### src/rtl/huc6270_pkg.sv
// Shared VRAM arbitration types: requester tags and the default CPU starvation limit.
package huc6270_pkg;

  typedef enum logic [1:0] {
    TAG_NONE = 2'd0,
    TAG_BG   = 2'd1,
    TAG_SPR  = 2'd2,
    TAG_CPU  = 2'd3
  } req_tag_e;

  localparam int unsigned STARVE_LIMIT_DEF = 8;
  localparam int unsigned STARVE_W         = 4;

endpackage

### src/rtl/vram_arbiter.sv
// Single-port VRAM arbiter for background, sprite and CPU requesters with
// display-dependent priority, CPU starvation override and 1-cycle read return tagging.
module vram_arbiter
  import huc6270_pkg::*;
#(
  parameter int unsigned STARVE_LIMIT = STARVE_LIMIT_DEF
) (
  input  logic        clock,
  input  logic        reset,
  input  logic        display_active,
  input  logic        bg_req,
  input  logic [15:0] bg_addr,
  output logic        bg_gnt,
  output logic        bg_rvalid,
  input  logic        spr_req,
  input  logic [15:0] spr_addr,
  output logic        spr_gnt,
  output logic        spr_rvalid,
  input  logic        cpu_req,
  input  logic        cpu_we,
  input  logic [15:0] cpu_addr,
  input  logic [15:0] cpu_wdata,
  output logic        cpu_gnt,
  output logic        cpu_rvalid,
  output logic [15:0] rdata,
  output logic [15:0] vram_MA,
  output logic        vram_re,
  output logic        vram_we,
  output logic [15:0] vram_MD_in,
  input  logic [15:0] vram_MD_out
);

  localparam logic [STARVE_W-1:0] LIMIT = STARVE_W'(STARVE_LIMIT);
  localparam logic [STARVE_W-1:0] SAT   = '1;

  req_tag_e            win;
  req_tag_e            tag_q, tag_d;
  logic [STARVE_W-1:0] starve_cnt_q, starve_cnt_d;
  logic                cpu_forced;

  assign cpu_forced = display_active && cpu_req && (starve_cnt_q >= LIMIT);

  // Priority pick; reset suppresses every grant so outputs stay quiet while held.
  always_comb begin
    win = TAG_NONE;
    if (!reset) begin
      if (cpu_forced) begin
        win = TAG_CPU;
      end else if (display_active) begin
        if (bg_req)       win = TAG_BG;
        else if (spr_req) win = TAG_SPR;
        else if (cpu_req) win = TAG_CPU;
      end else begin
        if (cpu_req)      win = TAG_CPU;
        else if (bg_req)  win = TAG_BG;
        else if (spr_req) win = TAG_SPR;
      end
    end
  end

  always_comb begin
    bg_gnt     = (win == TAG_BG);
    spr_gnt    = (win == TAG_SPR);
    cpu_gnt    = (win == TAG_CPU);
    vram_MA    = '0;
    vram_re    = 1'b0;
    vram_we    = 1'b0;
    vram_MD_in = '0;
    tag_d      = TAG_NONE;
    case (win)
      TAG_BG: begin
        vram_MA = bg_addr;
        vram_re = 1'b1;
        tag_d   = TAG_BG;
      end
      TAG_SPR: begin
        vram_MA = spr_addr;
        vram_re = 1'b1;
        tag_d   = TAG_SPR;
      end
      TAG_CPU: begin
        vram_MA = cpu_addr;
        if (cpu_we) begin
          vram_we    = 1'b1;
          vram_MD_in = cpu_wdata;
        end else begin
          vram_re = 1'b1;
          tag_d   = TAG_CPU;
        end
      end
      default: ;
    endcase
  end

  // Starvation only accumulates while the display is stealing the bus.
  always_comb begin
    starve_cnt_d = starve_cnt_q;
    if (!cpu_req || cpu_gnt) begin
      starve_cnt_d = '0;
    end else if (display_active && (starve_cnt_q != SAT)) begin
      starve_cnt_d = starve_cnt_q + 1'b1;
    end
  end

  always_ff @(posedge clock or posedge reset) begin
    if (reset) begin
      tag_q        <= TAG_NONE;
      starve_cnt_q <= '0;
    end else begin
      tag_q        <= tag_d;
      starve_cnt_q <= starve_cnt_d;
    end
  end

  assign bg_rvalid  = (tag_q == TAG_BG);
  assign spr_rvalid = (tag_q == TAG_SPR);
  assign cpu_rvalid = (tag_q == TAG_CPU);
  assign rdata      = vram_MD_out;

endmodule

### config.mk
export PLATFORM = sky130hd
export DESIGN_NAME = vram_arbiter
export DESIGN_NICKNAME = d
export VERILOG_FILES = /design/src/rtl/huc6270_pkg.sv /design/src/rtl/vram_arbiter.sv
export SDC_FILE = /design/constraint.sdc
export NUM_CORES = 1
export LEC_CHECK = 0
export ABC_AREA = 1
export CELL_PAD_IN_SITES_DETAIL_PLACEMENT = 1
export CELL_PAD_IN_SITES_GLOBAL_PLACEMENT = 1
export CORE_ASPECT_RATIO = 1.5
export CORE_MARGIN = 2
export CORE_UTILIZATION = 14
export DETAILED_ROUTE_END_ITERATION = 10
export PLACE_DENSITY = 0.8
export SYNTH_ARGS = -nofsm -noshare
export SYNTH_HDL_FRONTEND = slang
export SYNTH_SLANG_ARGS = --single-unit
### constraint.sdc
create_clock -name clock -period 3.1 [get_ports clock]
set_clock_uncertainty 0.2 [all_clocks]
set_input_delay 0.93 -clock clock [delete_from_list [all_inputs] [get_ports clock]]
set_output_delay 0.93 -clock clock [all_outputs]
set_load 0.01 [all_outputs]
Yosys cells after proc, flatten, opt, wreduce, memory -nomap -nowiden

Cells that the tools add are included.

$add $sub $neg: 1
Order comparisons: 1
Equal/unequal tests: 7
Muxes and demuxes: 20
Reductions and logical operators: 7

Operators by type and width:

| operator            | number |
|---|---|
| $pmux 16 s3         | 1 |
| $mux 16             | 2 |
| $mux 2              | 10 |
| $eq 2x2->1 const B  | 4 |
| $mux 4              | 2 |
| $pmux 2 s3          | 1 |
| $add 4x1->4 const B | 1 |
| $eq 2x1->1 const B  | 2 |
| $ge 4x4->1 const B  | 1 |
| $ne 4x4->1 const B  | 1 |
| $logic_and 1x1->1   | 3 |
| $mux 1              | 3 |
| $pmux 1 s2          | 1 |
| $reduce_bool 2->1   | 1 |
| $reduce_or 2->1     | 1 |
| $logic_not 1->1     | 1 |
| $logic_or 1x1->1    | 1 |

Register bits: 6
Input bits: 87
Output and inout bits: 56
Logic and storage cells: 38

Depth between registers and ports, before layout

Gate-level depths: netlist (run 1).

Depth after elaboration: 9
Mapped depth: 13
Mapped depth without buffers: 11

Least setup slack after synthesis (run 1)

No wires, ideal clock.

Path kind: input to output
Start: input port reset
End: output port vram_MD_in[10]
Arrival time: 2.207 ns
Setup slack: -0.237 ns
Cell stages on the path: 8
Path buffers: 2
Path through: inv_1 > nand2_1 > inv_1 > ha_1 > buf_4 > nand2_2 > buf_6 > nor2_1

Cells in the longest elaborated chain, start to end: 3

RTL lines:

| element         | line               | RTL |
|---|---|---|
| start, declared | vram_arbiter.sv:9  | `input logic reset,` |
| $mux 2          | vram_arbiter.sv:46 | `if (!reset) begin` |
| $eq 2x2->1      | -                  |  |
| via cpu_gnt     | vram_arbiter.sv:23 | `output logic cpu_gnt,` |
| $mux 16         | vram_arbiter.sv:70 | `case (win)` |
| end, declared   | vram_arbiter.sv:29 | `output logic [15:0] vram_MD_in,` |

The timed path passes the listed nets, and every way through them passes these cells.

Final worst setup path (run 1)

Start: input port display_active
End: output port vram_MA[8]

Cells in the longest elaborated chain, start to end: 6
Elaborated cells between the ends (all ways): 9

RTL lines:

| element                                         | line               | RTL |
|---|---|---|
| start, declared                                 | vram_arbiter.sv:10 | `input logic display_active,` |
| $logic_and 1x1->1 (2 in a row)                  | vram_arbiter.sv:41 | `assign cpu_forced = display_active && cpu_req && (starve_cnt_q >= LIMIT);` |
| $mux 2 (*)                                      | vram_arbiter.sv:47 | `if (cpu_forced) begin` |
| $mux 2 (*)                                      | vram_arbiter.sv:46 |  |
| $eq 2x2->1 / $eq 2x1->1 (equally long branches) | vram_arbiter.sv:70 |  |
| $pmux 16 s3 (*)                                 | vram_arbiter.sv:70 |  |
| end, declared                                   | vram_arbiter.sv:26 | `output logic [15:0] vram_MA,` |

Mark *: on every way between the ends. The rest lies on a longest branch, timed or not.

==> metrics.md, run 1 <==
| Metric | Value |
|---|---|
| WP data arrival | 2270 ps |
| Relative slew margins | 0.550 |
| H-Tree Depth | 1 |
| Final-report hold violation count | 0 |
| RSZ-0062 raised after global routing | yes |
| Cell Rows | 41 |
| Crit path from | display_active |
| TritonCTS clock tree | yes |
| Synth area leader | nand2_1 |
| Die Wd | 79.9 µm |
| Total CTS buffers | 3 |
| Critical path peak fanout | 5 |
| Setup TNS | -7820 ps |
| Vias post-DR | 1883 |
| Area contributors post-synth | nand2_1 (25%), inv_1 (14%), dfrtp_1 (12%), buf_4 (11%), nand3_1 (11%) |
| Setup crit end kind | output port |
| Share of layout cells above drive strength 1 | 0.475 |
| Vias in the first global route | between 2000 and 2500 |
| Area share of the largest cell type after synthesis | 0.255 |
| Die area | 9410 µm² |
| Worst setup margin | -300 ps |
| CTS Root Cell | clkbuf_16 |
| Clk sink count | 6 |
| Worst setup endpoint | vram_MA[8] |
| First-pass GRT wire length | 9.45 mm |
| CP Class | in2out |
| Cell variety after synth | 20 |
| Worst-Skew Late Latency | 230 ps |
| Tot GR Track Use | 0.125 |
| Synth Net Count | 322 |
| Largest net degree at the start of global routing | 18 |
| Final Non-Filler Cells | 469 |
| Setup violations, final | 36 |
| DRC | 0 |
| Hold_ws | 371 ps |
| Reg2reg start | starve_cnt_q[3]$_DFFE_PP0P_ |
| Longest Clk Path Bufs | 2 |
| Final worst-path cycle share | 1.10 |
| Post-synthesis sequential area ratio | 0.124 |
| Worst-margin pin slew | 676 ps |
| WP data required | 1970 ps |
| Power per Cell Area | 207 nW/µm² |
| Worst min-delay path category | reg2reg |
| Diode count | 0 |
| Mean Syn Cell Area | 5.30 µm² |
| Synthesis-stage register bit count | 6 |
| Layout area overhead | 173% |
| Met1 Use GR | 0.109 |
| Post-DRT Antenna Nets | 0 |
| Die Y-Extent | 118 µm |
| CTS Hold Buffers Added | 0 |
| Outcome | finished with violations |
| Fmax | 294 MHz |
| Initial Utilization | 0.144 |
| Total power | between 0.6 and 0.7 mW |
| WL per Instance | 13.3 µm |
| DR vias/cell | 4.01 |
| Failing checks | setup timing |
| Number of max-cap violations | 0 |
| Layout net count | 458 |
| I/O Pins | 143 |
| Final global-route overflow total | 0 |
| Clock transition at path regs | roughly 30 ps |
| R2R Setup Slk | 1070 ps |
| Met3 GRT Util | 0.0192 |
| Synth Warn # | 0 |
| Starting DRT DRC Count | 14 |
| Inst Count DP | around 440 |
| Met2 GRT Util | 0.275 |
| LEAKAGE | 1.65 nW |
| Gate Count Post-Synth | 228 |
| Global placer's final weighted congestion | 0.713 |
| Worst Reg-to-Reg Cells | 13 |
| Layout Utilization | 0.393 |
| Initial antenna violation count | 0 |
| Mapped Area | between 1000 and 1500 µm² |
| Routed wire length | between 6 and 7 mm |
| Critical Path Start Type | primary input |
| DP HPWL | 4.50 mm |
| Peak supply drop | 0.288 mV |
| Core area | 8410 µm² |
| Reg2reg end | starve_cnt_q[2]$_DFFE_PP0P_ |
| Min Clock Period, post-route | 3400 ps |
| Max Slew Vio Count | 0 |
| IO buf count | 110 |
| Most Crowded Layer GR | met2 |
| 1st-pass router iterations | 4 |
where the power goes:
part           internal (mW)  switching [mW]  total (mW)
clock                  0.165          0.0408       0.206
sequential            0.0825         0.00388      0.0864
combinational          0.226           0.164       0.391
critical path: stages:
cell and delay [ps]:
buf_12 110, a21oi_4 170, nor2_4 60, nor2_4 180, ha_4 230, buf_12 120
buf_8 100, nand2_2 40, nand3_2 60, nand2_1 80, inv_1 60, buf_2 120
per-stage QoR:
step / instance area [µm²] / worst slack (ps)
floorplan: 1380 / -51.1
finish: 3300 / -300
detailed placement: 2550 / -1220
global placement: 2550 / -1120
CTS: 3070 / -264
global route: 3300 / -372
synthesized netlist by cell type, drive strengths merged:
master,instances
inv,47
or2,1
nand4,3
a21oi,1
o21ai,2
nand3,27
nor2,25
buf,22
clkbuf,2
clkinv,1
nand2,84
ha,7
dfrtp,6
area by class of cell:
class | count | area (µm²)
multi-input combinational | 152 | 1110
timing repair buffer | 153 | 1630
tap | 107 | 134
sequential | 6 | 150
fill | 1023 | 5110
inverter | 48 | 206
clock buffer | 3 | 75.1
cell usage in the layout, fill, tap and decap left out, types with 2 or more instances in the layout:
cell and count:
o21ai_1 2, nand2_4 5, ha_1 3, nor2_1 3, buf_2 9, nand3_2 10, inv_1 33, nand3_1 15
clkbuf_16 3, nand2_8 4, nor2_4 19, dfrtp_1 6, buf_8 3, clkdlybuf4s50_1 67, nor2_2 3, buf_12 9
nand2_2 21, inv_4 4, nand3_4 2, inv_2 8, buf_6 46, buf_4 16, nand4_1 3, nand2_1 56
ha_4 3
per-layer routing:
| metal | routed length [µm] | vias up |
|---|---|---|
| met2 | 3690 | 69 |
| li1 | - | 926 |
| met4 | 140 | 0 |
| met5 | 0 | - |
| met3 | 406 | 14 |
| met1 | 2000 | 874 |
state kept, by name, indices dropped and copies added, names as in the netlist:
signal,flops
tag_q,2
starve_cnt_q,4
logic make-up after synthesis:
logic type / synth area share
and+or+nand+nor: 0.490
buffers and inverters: 0.301
adders and majority gates: 0.0725
AOI/OAI and AO/OA: 0.0124
DFF: 0.124
worst min path at each step:
stage	endpoint	slack (ps)	start	cells after the start
finish	starve_cnt_q[2]$_DFFE_PP0P_	370	starve_cnt_q[2]$_DFFE_PP0P_	2
floorplan	starve_cnt_q[2]$_DFFE_PP0P_	320	starve_cnt_q[2]$_DFFE_PP0P_	2
global route	starve_cnt_q[2]$_DFFE_PP0P_	420	starve_cnt_q[2]$_DFFE_PP0P_	2
detailed placement	starve_cnt_q[2]$_DFFE_PP0P_	360	starve_cnt_q[2]$_DFFE_PP0P_	2
global placement	starve_cnt_q[2]$_DFFE_PP0P_	340	starve_cnt_q[2]$_DFFE_PP0P_	2
CTS	starve_cnt_q[2]$_DFFE_PP0P_	370	starve_cnt_q[2]$_DFFE_PP0P_	2
what timing repair did:
| action | 4_1_cts | 5_1_grt |
|---|---|---|
| resized for setup | 256 | 50 |
| pin swaps | 28 | 12 |
| endpoints found under the setup margin | 37 | 37 |
| gates cloned | 3 | 0 |
| buffers inserted | 22 | 3 |
No activity file was read; power rests on OpenSTA's default activity.
==> run 2, diff against run 1 <==
- ABC_CLOCK_PERIOD_IN_PS: not set -> 3100
==> results of run 2 <==
Final layout, timing and power as in run 1 (identical DEF).
